--- src/rtl/mux_xor_event_counter.sv ---
// rtl/mux_xor_event_counter.sv - per-channel mux/invert flop with edge/level event counter, sticky and overflow flags
module mux_xor_event_counter #(
    parameter int CHANNELS = 2,
    parameter int CNT_W    = 4
) (
    input  logic                        clk,
    input  logic                        reset,
    input  logic [CHANNELS-1:0]         a,
    input  logic [CHANNELS-1:0]         b,
    input  logic [CHANNELS-1:0]         sel,
    input  logic [CHANNELS-1:0]         inv,
    input  logic [1:0]                  mode,
    input  logic                        hold,
    input  logic                        clear,
    output logic [CHANNELS-1:0]         sig_q,
    output logic [CHANNELS*CNT_W-1:0]   count,
    output logic [CHANNELS-1:0]         sticky,
    output logic [CHANNELS-1:0]         ovf
);

    logic [CHANNELS-1:0] x_d;
    logic [CHANNELS-1:0] sig_qq;
    logic [CHANNELS-1:0] prev_q;

    assign x_d   = ((sel & b) | (~sel & a)) ^ inv;
    assign sig_q = sig_qq;

    // clear deliberately leaves sig/prev alone so an edge straddling it is still seen
    always_ff @(posedge clk or posedge reset) begin
        if (reset) begin
            sig_qq <= '0;
            prev_q <= '0;
        end else begin
            sig_qq <= x_d;
            prev_q <= sig_qq;
        end
    end

    for (genvar i = 0; i < CHANNELS; i++) begin : g_ch
        logic             evt;
        logic [CNT_W-1:0] cnt_q, cnt_d;
        logic             sticky_q, sticky_d;
        logic             ovf_q, ovf_d;

        always_comb begin
            evt = 1'b0;
            case (mode)
                2'd0: evt = sig_qq[i] & ~prev_q[i];
                2'd1: evt = ~sig_qq[i] & prev_q[i];
                2'd2: evt = sig_qq[i] ^ prev_q[i];
                2'd3: evt = sig_qq[i];
                default: evt = 1'b0;
            endcase
        end

        always_comb begin
            cnt_d    = cnt_q;
            sticky_d = sticky_q;
            ovf_d    = ovf_q;
            if (clear) begin
                cnt_d    = '0;
                sticky_d = 1'b0;
                ovf_d    = 1'b0;
            end else if (evt) begin
                sticky_d = 1'b1;
                if (!hold) begin
                    cnt_d = cnt_q + CNT_W'(1);
                    if (cnt_q == {CNT_W{1'b1}}) begin
                        ovf_d = 1'b1;
                    end
                end
            end
        end

        always_ff @(posedge clk or posedge reset) begin
            if (reset) begin
                cnt_q    <= '0;
                sticky_q <= 1'b0;
                ovf_q    <= 1'b0;
            end else begin
                cnt_q    <= cnt_d;
                sticky_q <= sticky_d;
                ovf_q    <= ovf_d;
            end
        end

        assign count[i*CNT_W +: CNT_W] = cnt_q;
        assign sticky[i]               = sticky_q;
        assign ovf[i]                  = ovf_q;
    end

endmodule

--- config.mk ---
export PLATFORM = sky130hd
export DESIGN_NAME = mux_xor_event_counter
export DESIGN_NICKNAME = d
export VERILOG_FILES = /design/src/rtl/mux_xor_event_counter.sv
export SDC_FILE = /design/constraint.sdc
export NUM_CORES = 1
export LEC_CHECK = 0
export ABC_AREA = 1
export CORE_ASPECT_RATIO = 1.25
export CORE_MARGIN = 5
export CORE_UTILIZATION = 49
export CTS_CLUSTER_DIAMETER = 150
export CTS_CLUSTER_SIZE = 8
export DETAILED_ROUTE_END_ITERATION = 8
export GPL_TIMING_DRIVEN = 0
export MAX_ROUTING_LAYER = met4
export PLACE_DENSITY = 0.85
export SYNTH_ARGS = -nofsm -noshare
export SYNTH_HDL_FRONTEND = slang
export SYNTH_SLANG_ARGS = --single-unit
--- constraint.sdc ---
create_clock -name clk -period 2.4 [get_ports clk]
set_clock_uncertainty 0.1 [all_clocks]
set_input_delay 0.6 -clock clk [delete_from_list [all_inputs] [get_ports clk]]
set_output_delay 0.6 -clock clk [all_outputs]
set_load 0.02 [all_outputs]
== Word level (Yosys, flattened, before mapping) ==
Cells that the tools add are included.

* Output and inout bits: 14
* Register bits: 16
* Word-level logic and storage cells: 60

* Equal/unequal tests: 6
* Bitwise operators: 15
* Reduce and logical (&&, ||, !) cells: 9
* $add $sub $neg: 2
* Muxes and demuxes: 20

{| class="wikitable"
|+ Operators with widths
! kind !! number
|-
| 4-bit two-way mux || 6
|-
| 1-bit two-way mux || 12
|-
| 4-bit by 1-bit adder with 4-bit output (second input constant) || 2
|-
| 4-bit equality test (second input constant) || 2
|-
| 1-bit one-hot mux with 4 select lines || 2
|-
| 2-bit nonzero test || 4
|-
| 3-bit AND reduction || 2
|-
| 1-bit AND || 4
|-
| 2-bit AND || 2
|-
| 2-bit equality test (second input constant) || 2
|-
| 1-bit NOT || 4
|-
| 2-bit AND reduction || 2
|-
| 2-bit by 1-bit equality test with 1-bit output (second input constant) || 1
|-
| 2-bit logical NOT || 1
|-
| 2-bit by 1-bit inequality test with 1-bit output (second input constant) || 1
|-
| 2-bit NOT || 1
|-
| 2-bit bitwise OR || 1
|-
| 1-bit XOR || 2
|-
| 2-bit XOR || 1
|}

== Logic depth before layout (Yosys ltp) ==
Gate-level depths: netlist of the first run.

* Word-level depth: 5
* Mapped depth: 10
* Mapped depth without buffers: 10

== Worst setup path after synthesis of the first run ==
Ideal clock, no wire load.

* Path kind: reg-to-reg
* Start: reg sig_qq[0] (netlist: sig_q[0])
* End: reg g_ch[0].cnt_q[0]
* Cell stages (with the launch flop): 9
* Buffers on the path: 0
* Arrival time: 1.288 ns
* Library setup time: 0.117 ns
* Setup slack: 0.895 ns
* Required time: 2.183 ns
* Path through: dfrtp_1 > inv_1 > ha_1 > nand3b_1 > nand4_2 > nand2_2 > nand2_2 > nand2_1 > nand2_1

* Word-level cells in the longest chain between the ends: 5
* Elaborated cells between the ends (all ways): 7

{| class="wikitable"
|+ RTL lines
! what !! RTL line !! text
|-
| from (decl) || 22 || <nowiki>logic [CHANNELS-1:0] sig_qq;</nowiki>
|-
| from (signal assigned) || 31 || <nowiki>sig_qq <= '0;</nowiki>
|-
| from (signal assigned) || 34 || <nowiki>sig_qq <= x_d;</nowiki>
|-
| 1-bit NOT || 49 || <nowiki>2'd1: evt = ~sig_qq[i] & prev_q[i];</nowiki>
|-
| 1-bit AND || 49 ||
|-
| 1-bit one-hot mux with 4 select lines (*) || 47 || <nowiki>case (mode)</nowiki>
|-
| 2-bit nonzero test (no line) (*) || - ||
|-
| 2-bit AND reduction (no line) (*) || - ||
|-
| to (signal assigned) || 81 || <nowiki>cnt_q <= cnt_d;</nowiki>
|-
| to (decl) || 41 || <nowiki>logic [CNT_W-1:0] cnt_q, cnt_d;</nowiki>
|}

Mark *: on every way between the ends. The rest lies on a longest branch, timed or not.
A chain may end at the register's enable or synchronous reset.

== Worst setup path in the final report of the first run ==
* Start: reg g_ch[1].cnt_q[2]
* End: out count[6]

{| class="wikitable"
|+ RTL lines
! what !! RTL line !! text
|-
| from (decl) || 41 ||
|-
| from (signal assigned) || 81 ||
|-
| to (decl) || 16 || <nowiki>output logic [CHANNELS*CNT_W-1:0] count,</nowiki>
|}

No word-level cell between the ends.

==> results of run 1 <==
## power breakdown
part	internal, W	total, W	switching (W)
clock network	0.0000927	0.000183	0.0000902
registers	0.000290	0.000310	0.0000205
logic	0.0000813	0.000169	0.0000878
total	0.000464	0.000662	0.000199
## registers in the layout, summed over array words and instances (netlist names)
register,flops
g_ch.sticky_q,2
g_ch.ovf_q,2
g_ch.cnt_q,8
sig_q,2
prev_q,2
## worst max path at each step
stage	cells after the start	startpoint	end	slack (ns)
after floorplan	8	sig_q[0]	g_ch[0].cnt_q[0]	0.90
after global routing	1	g_ch[1].cnt_q[2]	count[6]	0.25
final	1	g_ch[1].cnt_q[2]	count[6]	0.29
after detailed placement	8	mode[0]	g_ch[0].cnt_q[0]	0.31
after global placement	8	mode[0]	g_ch[0].cnt_q[0]	0.37
after CTS	1	g_ch[1].cnt_q[2]	count[6]	0.29
## per-layer routing
metal / wire (µm) / GRT usage
met5: 0 / -
met4: 66 / 0.131
met3: 103 / 0.0329
met2: 1010 / 0.282
met1: 831 / 0.161
## through the flow
stage	area [µm²]	setup WS, ns	power (W)
2_1_floorplan	925	0.895	0.000410
3_3_place_gp	1210	0.366	0.000478
3_5_place_dp	1210	0.311	0.000486
4_1_cts	1240	0.295	0.000672
5_1_grt	1240	0.251	0.000704
6_report	1240	0.293	0.000662
## cell usage in the layout (no fill, tap or decap), drive strengths merged
cell type | Yosys | final
ha | 6 | 6
dfrtp | 16 | 16
xnor2 | 2 | 2
xor2 | 3 | 3
nand2 | 19 | 19
clkdlybuf4s50 | 0 | 26
nand3b | 2 | 2
mux2i | 2 | 2
nand3 | 19 | 19
inv | 18 | 18
nand4 | 3 | 3
and3 | 1 | 1
nor3b | 1 | 1
a21oi | 3 | 3
clkbuf | 0 | 4
nor2 | 8 | 8
buf | 6 | 6
## Yosys cell counts
cell	number
nand3_1	18
nand2_1	17
dfrtp_1	16
inv_1	16
nor2_1	8
ha_1	6
buf_4	5
a21oi_1	3
xor2_1	3
inv_2	2
mux2i_1	2
nand2_2	2
nand3b_1	2
nand4_1	2
xnor2_1	2
and3_1	1
buf_2	1
nand3_2	1
nand4_2	1
nor3b_1	1
## cell type report
class,instances,area (µm²),share of cell area
clock buffers,4,36.3,0.0291
well taps,19,23.8,0.0191
inverters,18,67.6,0.0543
flip-flops and latches,16,400,0.322
plain buffers,6,42.5,0.0342
repair buffers,26,260,0.209
multi-input cells,69,414,0.333
## cells by family (layout without fill, tap and decap cells)
| kind of cell | after synthesis | in the layout | share of synthesized area |
|---|---|---|---|
| AO/OA/AOI/OAI | 3 | 3 | 0.0162 |
| multiplexers | 2 | 2 | 0.0217 |
| AND/OR/NAND/NOR | 53 | 53 | 0.281 |
| flip-flops | 16 | 16 | 0.433 |
| adder cells (fa/ha/maj) | 6 | 6 | 0.0812 |
| buffers and inverters | 24 | 54 | 0.119 |
| XOR/XNOR | 5 | 5 | 0.0474 |
==> impl_metrics.tcl, run 1 <==
set metrics [dict create \
    rsz0062_at_grt "no" \
    portBuffers 26 \
    path_class "reg2out" \
    synth_area_per_cell_um2 8.48 \
    cts_resized 0 \
    num_antenna_cells 0 \
    numCtsBuffers 3 \
    hold_ws_ns 0.373 \
    fillCellCount 150 \
    synth_top_area_frac 0.433 \
    avgViaCountPerCell 5.21 \
    holdPathStages 0 \
    critPathBufInv 1 \
    reg2reg_slack_ns 0.81 \
    htreeDepth 1 \
    fin_util 0.697 \
    min_to "prev_q[1]" \
    grt_pass1_vias 871 \
    synth_cells 109 \
    slew_violations 0 \
    worstPathArrival_ns 1.41 \
    reg2reg_depth 8 \
    cap_violations 0 \
    ys_seq_area_frac 0.433 \
    worstPathMaxFanout 5 \
    cts_hold_buffers 0 \
    critPathCaptureType "primary output" \
    antenna_left 0 \
    clk_path_buf_depth 2 \
    cts.sinks 16 \
    ys_ff_latch 16 \
    fmax_ghz 0.475 \
    cp_cell_sequence "clkdlybuf4s50_1" \
    vdd_drop_max_v 0.000356 \
    row_count 17 \
    required_ns 1.70 \
    wl_um 2020 \
    yosysWarnings 0 \
    synth.top_cells.by_area "dfrtp_1 (43%), nand3_1 (9.7%), ha_1 (8.1%)" \
    cts_setup_buffers 0 \
    grt-ovfl-total 0 \
    power_density_nw_per_um2 532 \
    grt_max_degree 17 \
    grt_pass1_wl_um 3540 \
    via_count 823 \
    synth.net_count 129 \
    crit_family "buffers and inverters" \
    cts.clk_slew.worst_paths_ns 0.10 \
    fin_nets 160 \
    period_share 0.878 \
    worst_hold_path_type "reg2reg" \
    hold_path.startpoint "sig_q[1]" \
    remaining_drc_errors 0 \
    clock_latency_ns 0.30 \
    netlist_area_um2 925 \
    gp_congestion 0.786 \
    setup_violations 0 \
    syn_to_final_growth_pct 34.6 \
    relSlewSlack 0.606 \
    cts-root-buf "clkbuf_4" \
    fp.coreArea_um2 1790 \
    worstMarginPinSlew_ns 0.591 \
    die_w_um 48.9 \
    track_usage 0.165 \
    drtIter0Drc 17 \
    start_util 0.518 \
    synth.distinct_cells 20 \
    place_inst 154 \
    r2r-start "sig_q[0]" \
    antenna_found_initial 0 \
    crit_path_max_incr_delay_ns 0.64 \
    finalHoldViolations 0 \
    crit_path_start_kind "register" \
    synth_area_leader_cell "dfrtp_1" \
    period_needed_ns 2.11 \
    drive_gt1_frac 0.115 \
    power.leakage_nw 0.642 \
    hpwl_um 1570 \
    drtPass1Iterations 4 \
    dieArea_um2 2860 \
    die_y_um 58.6 \
    reg2reg_to "g_ch[0].cnt_q[0]" \
    wl_per_cell_um 12.8 \
    cp_slowest_cell "clkdlybuf4s50_1" \
    fin_cells 158 \
    tns_ns 0 \
    status "finished clean" \
    cts_tree "done" \
    pin_count 28 \
]
(Power assumes the default switching activity.)
==> inputs of run 2 (changes only) <==
--- a/config.mk
+++ b/config.mk
@@ -6,15 +6,15 @@
 export NUM_CORES = 1
 export LEC_CHECK = 0
 export ABC_AREA = 1
+export CAP_MARGIN = 10
 export CORE_ASPECT_RATIO = 1.25
 export CORE_MARGIN = 5
 export CORE_UTILIZATION = 49
 export CTS_CLUSTER_DIAMETER = 150
-export CTS_CLUSTER_SIZE = 8
 export DETAILED_ROUTE_END_ITERATION = 8
 export GPL_TIMING_DRIVEN = 0
 export MAX_ROUTING_LAYER = met4
-export PLACE_DENSITY = 0.85
+export PLACE_DENSITY_LB_ADDON = 0.12
 export SYNTH_ARGS = -nofsm -noshare
 export SYNTH_HDL_FRONTEND = slang
 export SYNTH_SLANG_ARGS = --single-unit
==> run 2 against run 1 <==
- sequential power about the same
- non-clock buffer count unchanged
- sequential share of layout area unchanged
- critical endpoint unchanged
- largest power group unchanged
==> impl_metrics.tcl, run 2 (synthesis gave the netlist of run 1 again) <==
set metrics [dict create \
    status "finished clean" \
    cp_cell_sequence "clkdlybuf4s50_1" \
    vdd_drop_max_v 0.000375 \
    worstPathMaxFanout 5 \
    tns_ns 0 \
    cts_hold_buffers 0 \
    row_count 17 \
    hpwl_um 1480 \
    fin_nets 160 \
    die_y_um 58.6 \
    hold_ws_ns 0.364 \
    path_class "reg2out" \
    critPathBufInv 1 \
    worstMarginPinSlew_ns 0.598 \
    die_w_um 48.9 \
    power.leakage_nw 0.642 \
    final_cell_mix "clkdlybuf4s50_1 (26), nand3_1 (18), nand2_1 (17)" \
    worst_hold_path_type "reg2reg" \
    final.setup.worst_slack_ns 0.338 \
    antenna_found_initial 0 \
    dieArea_um2 2860 \
    placed_area_um2 1210 \
    worstPathArrival_ns 1.36 \
    required_ns 1.70 \
    place_inst 154 \
    remaining_drc_errors 0 \
    setup_violations 0 \
    clock_latency_ns 0.29 \
    fmax_ghz 0.485 \
    syn_to_final_growth_pct 34.6 \
    grt_pass1_wl_um 3330 \
    crit_path_start_kind "register" \
    grt-ovfl-total 0 \
    crit_path_max_incr_delay_ns 0.63 \
    cts-root-buf "clkbuf_4" \
    portBuffers 26 \
    cts_resized 0 \
    finalHoldViolations 0 \
    fp.coreArea_um2 1790 \
    largest_register_ffs 8 \
    cts.clk_slew.worst_paths_ns 0.09 \
    final_area_um2 1240 \
    top_register "g_ch.cnt_q" \
    pin_count 28 \
    gp_congestion 0.791 \
    avgViaCountPerCell 4.91 \
    seq_area_um2 400 \
    relSlewSlack 0.601 \
    cp_slowest_cell "clkdlybuf4s50_1" \
    rsz0062_at_grt "no" \
    htreeDepth 1 \
    cts_setup_buffers 0 \
    power_density_nw_per_um2 527 \
    fin_cells 158 \
    wl_um 1890 \
    multi_input_area_um2 414 \
    slew_violations 0 \
    grt_pass1_vias 786 \
    pre_cts_slack_ns 0.322 \
    fillCellCount 160 \
    grt_max_degree 17 \
    period_needed_ns 2.06 \
    cts.sinks 16 \
    period_share 0.859 \
    wl_per_cell_um 12.0 \
    cts_tree "done" \
    drtPass1Iterations 4 \
    clk_path_buf_depth 2 \
    cap_violations 0 \
    crit_family "buffers and inverters" \
    antenna_left 0 \
    numCtsBuffers 3 \
    layout_commonest_cell "clkdlybuf4s50_1" \
    via_count 776 \
    num_antenna_cells 0 \
    start_util 0.518 \
    critPathCaptureType "primary output" \
    drive_gt1_frac 0.115 \
    track_usage 0.152 \
    drtIter0Drc 17 \
]
-- run 2: cell counts in the layout (fill, tap and decap cells not counted) --
Identical to the previous run, type by type.
-- run 2: where the power goes --
group	internal, W	leakage [nW]	switching, W
Combinational	0.0000816	0.412	0.0000864
Clock	0.0000925	0.0210	0.0000862
Sequential	0.000290	0.210	0.0000200
Total	0.000464	0.642	0.000193
-- run 2: cell type report --
class | count | area share
Timing Repair Buffer | 26 | 0.209
Tap cell | 19 | 0.0191
Multi-Input combinational cell | 69 | 0.333
Sequential cell | 16 | 0.322
Clock buffer | 4 | 0.0291
Inverter | 18 | 0.0543
Buffer | 6 | 0.0342
-- run 2: stage by stage --
| stage | total power (W) | utilization |
|---|---|---|
| global route | 0.000703 | 0.697 |
| detailed placement | 0.000486 | 0.676 |
| global placement | 0.000480 | 0.676 |
| CTS | 0.000666 | 0.697 |
| floorplan | 0.000410 | - |
| finish | 0.000656 | 0.697 |
-- run 2: worst paths after layout --
path                                       start                to  slack (ns)  cells after the start
max in group asynchronous                  reset  g_ch[1].cnt_q[3]        1.25                      2
worst min register to register          sig_q[1]         prev_q[1]        0.36                      0
worst min-delay path                    sig_q[1]         prev_q[1]        0.36                      0
min in group asynchronous                  reset     g_ch[1].ovf_q        0.57                      2
worst max-delay path            g_ch[1].cnt_q[2]          count[6]        0.34                      1
worst max register to register          sig_q[0]  g_ch[0].cnt_q[3]        0.84                      8
-- run 2: layer usage --
metal	routed length, µm	up-vias	global-route usage
li1	-	403	-
met5	0	-	-
met4	50	0	0.0962
met3	65	4	0.0177
met1	788	355	0.159
met2	985	14	0.271
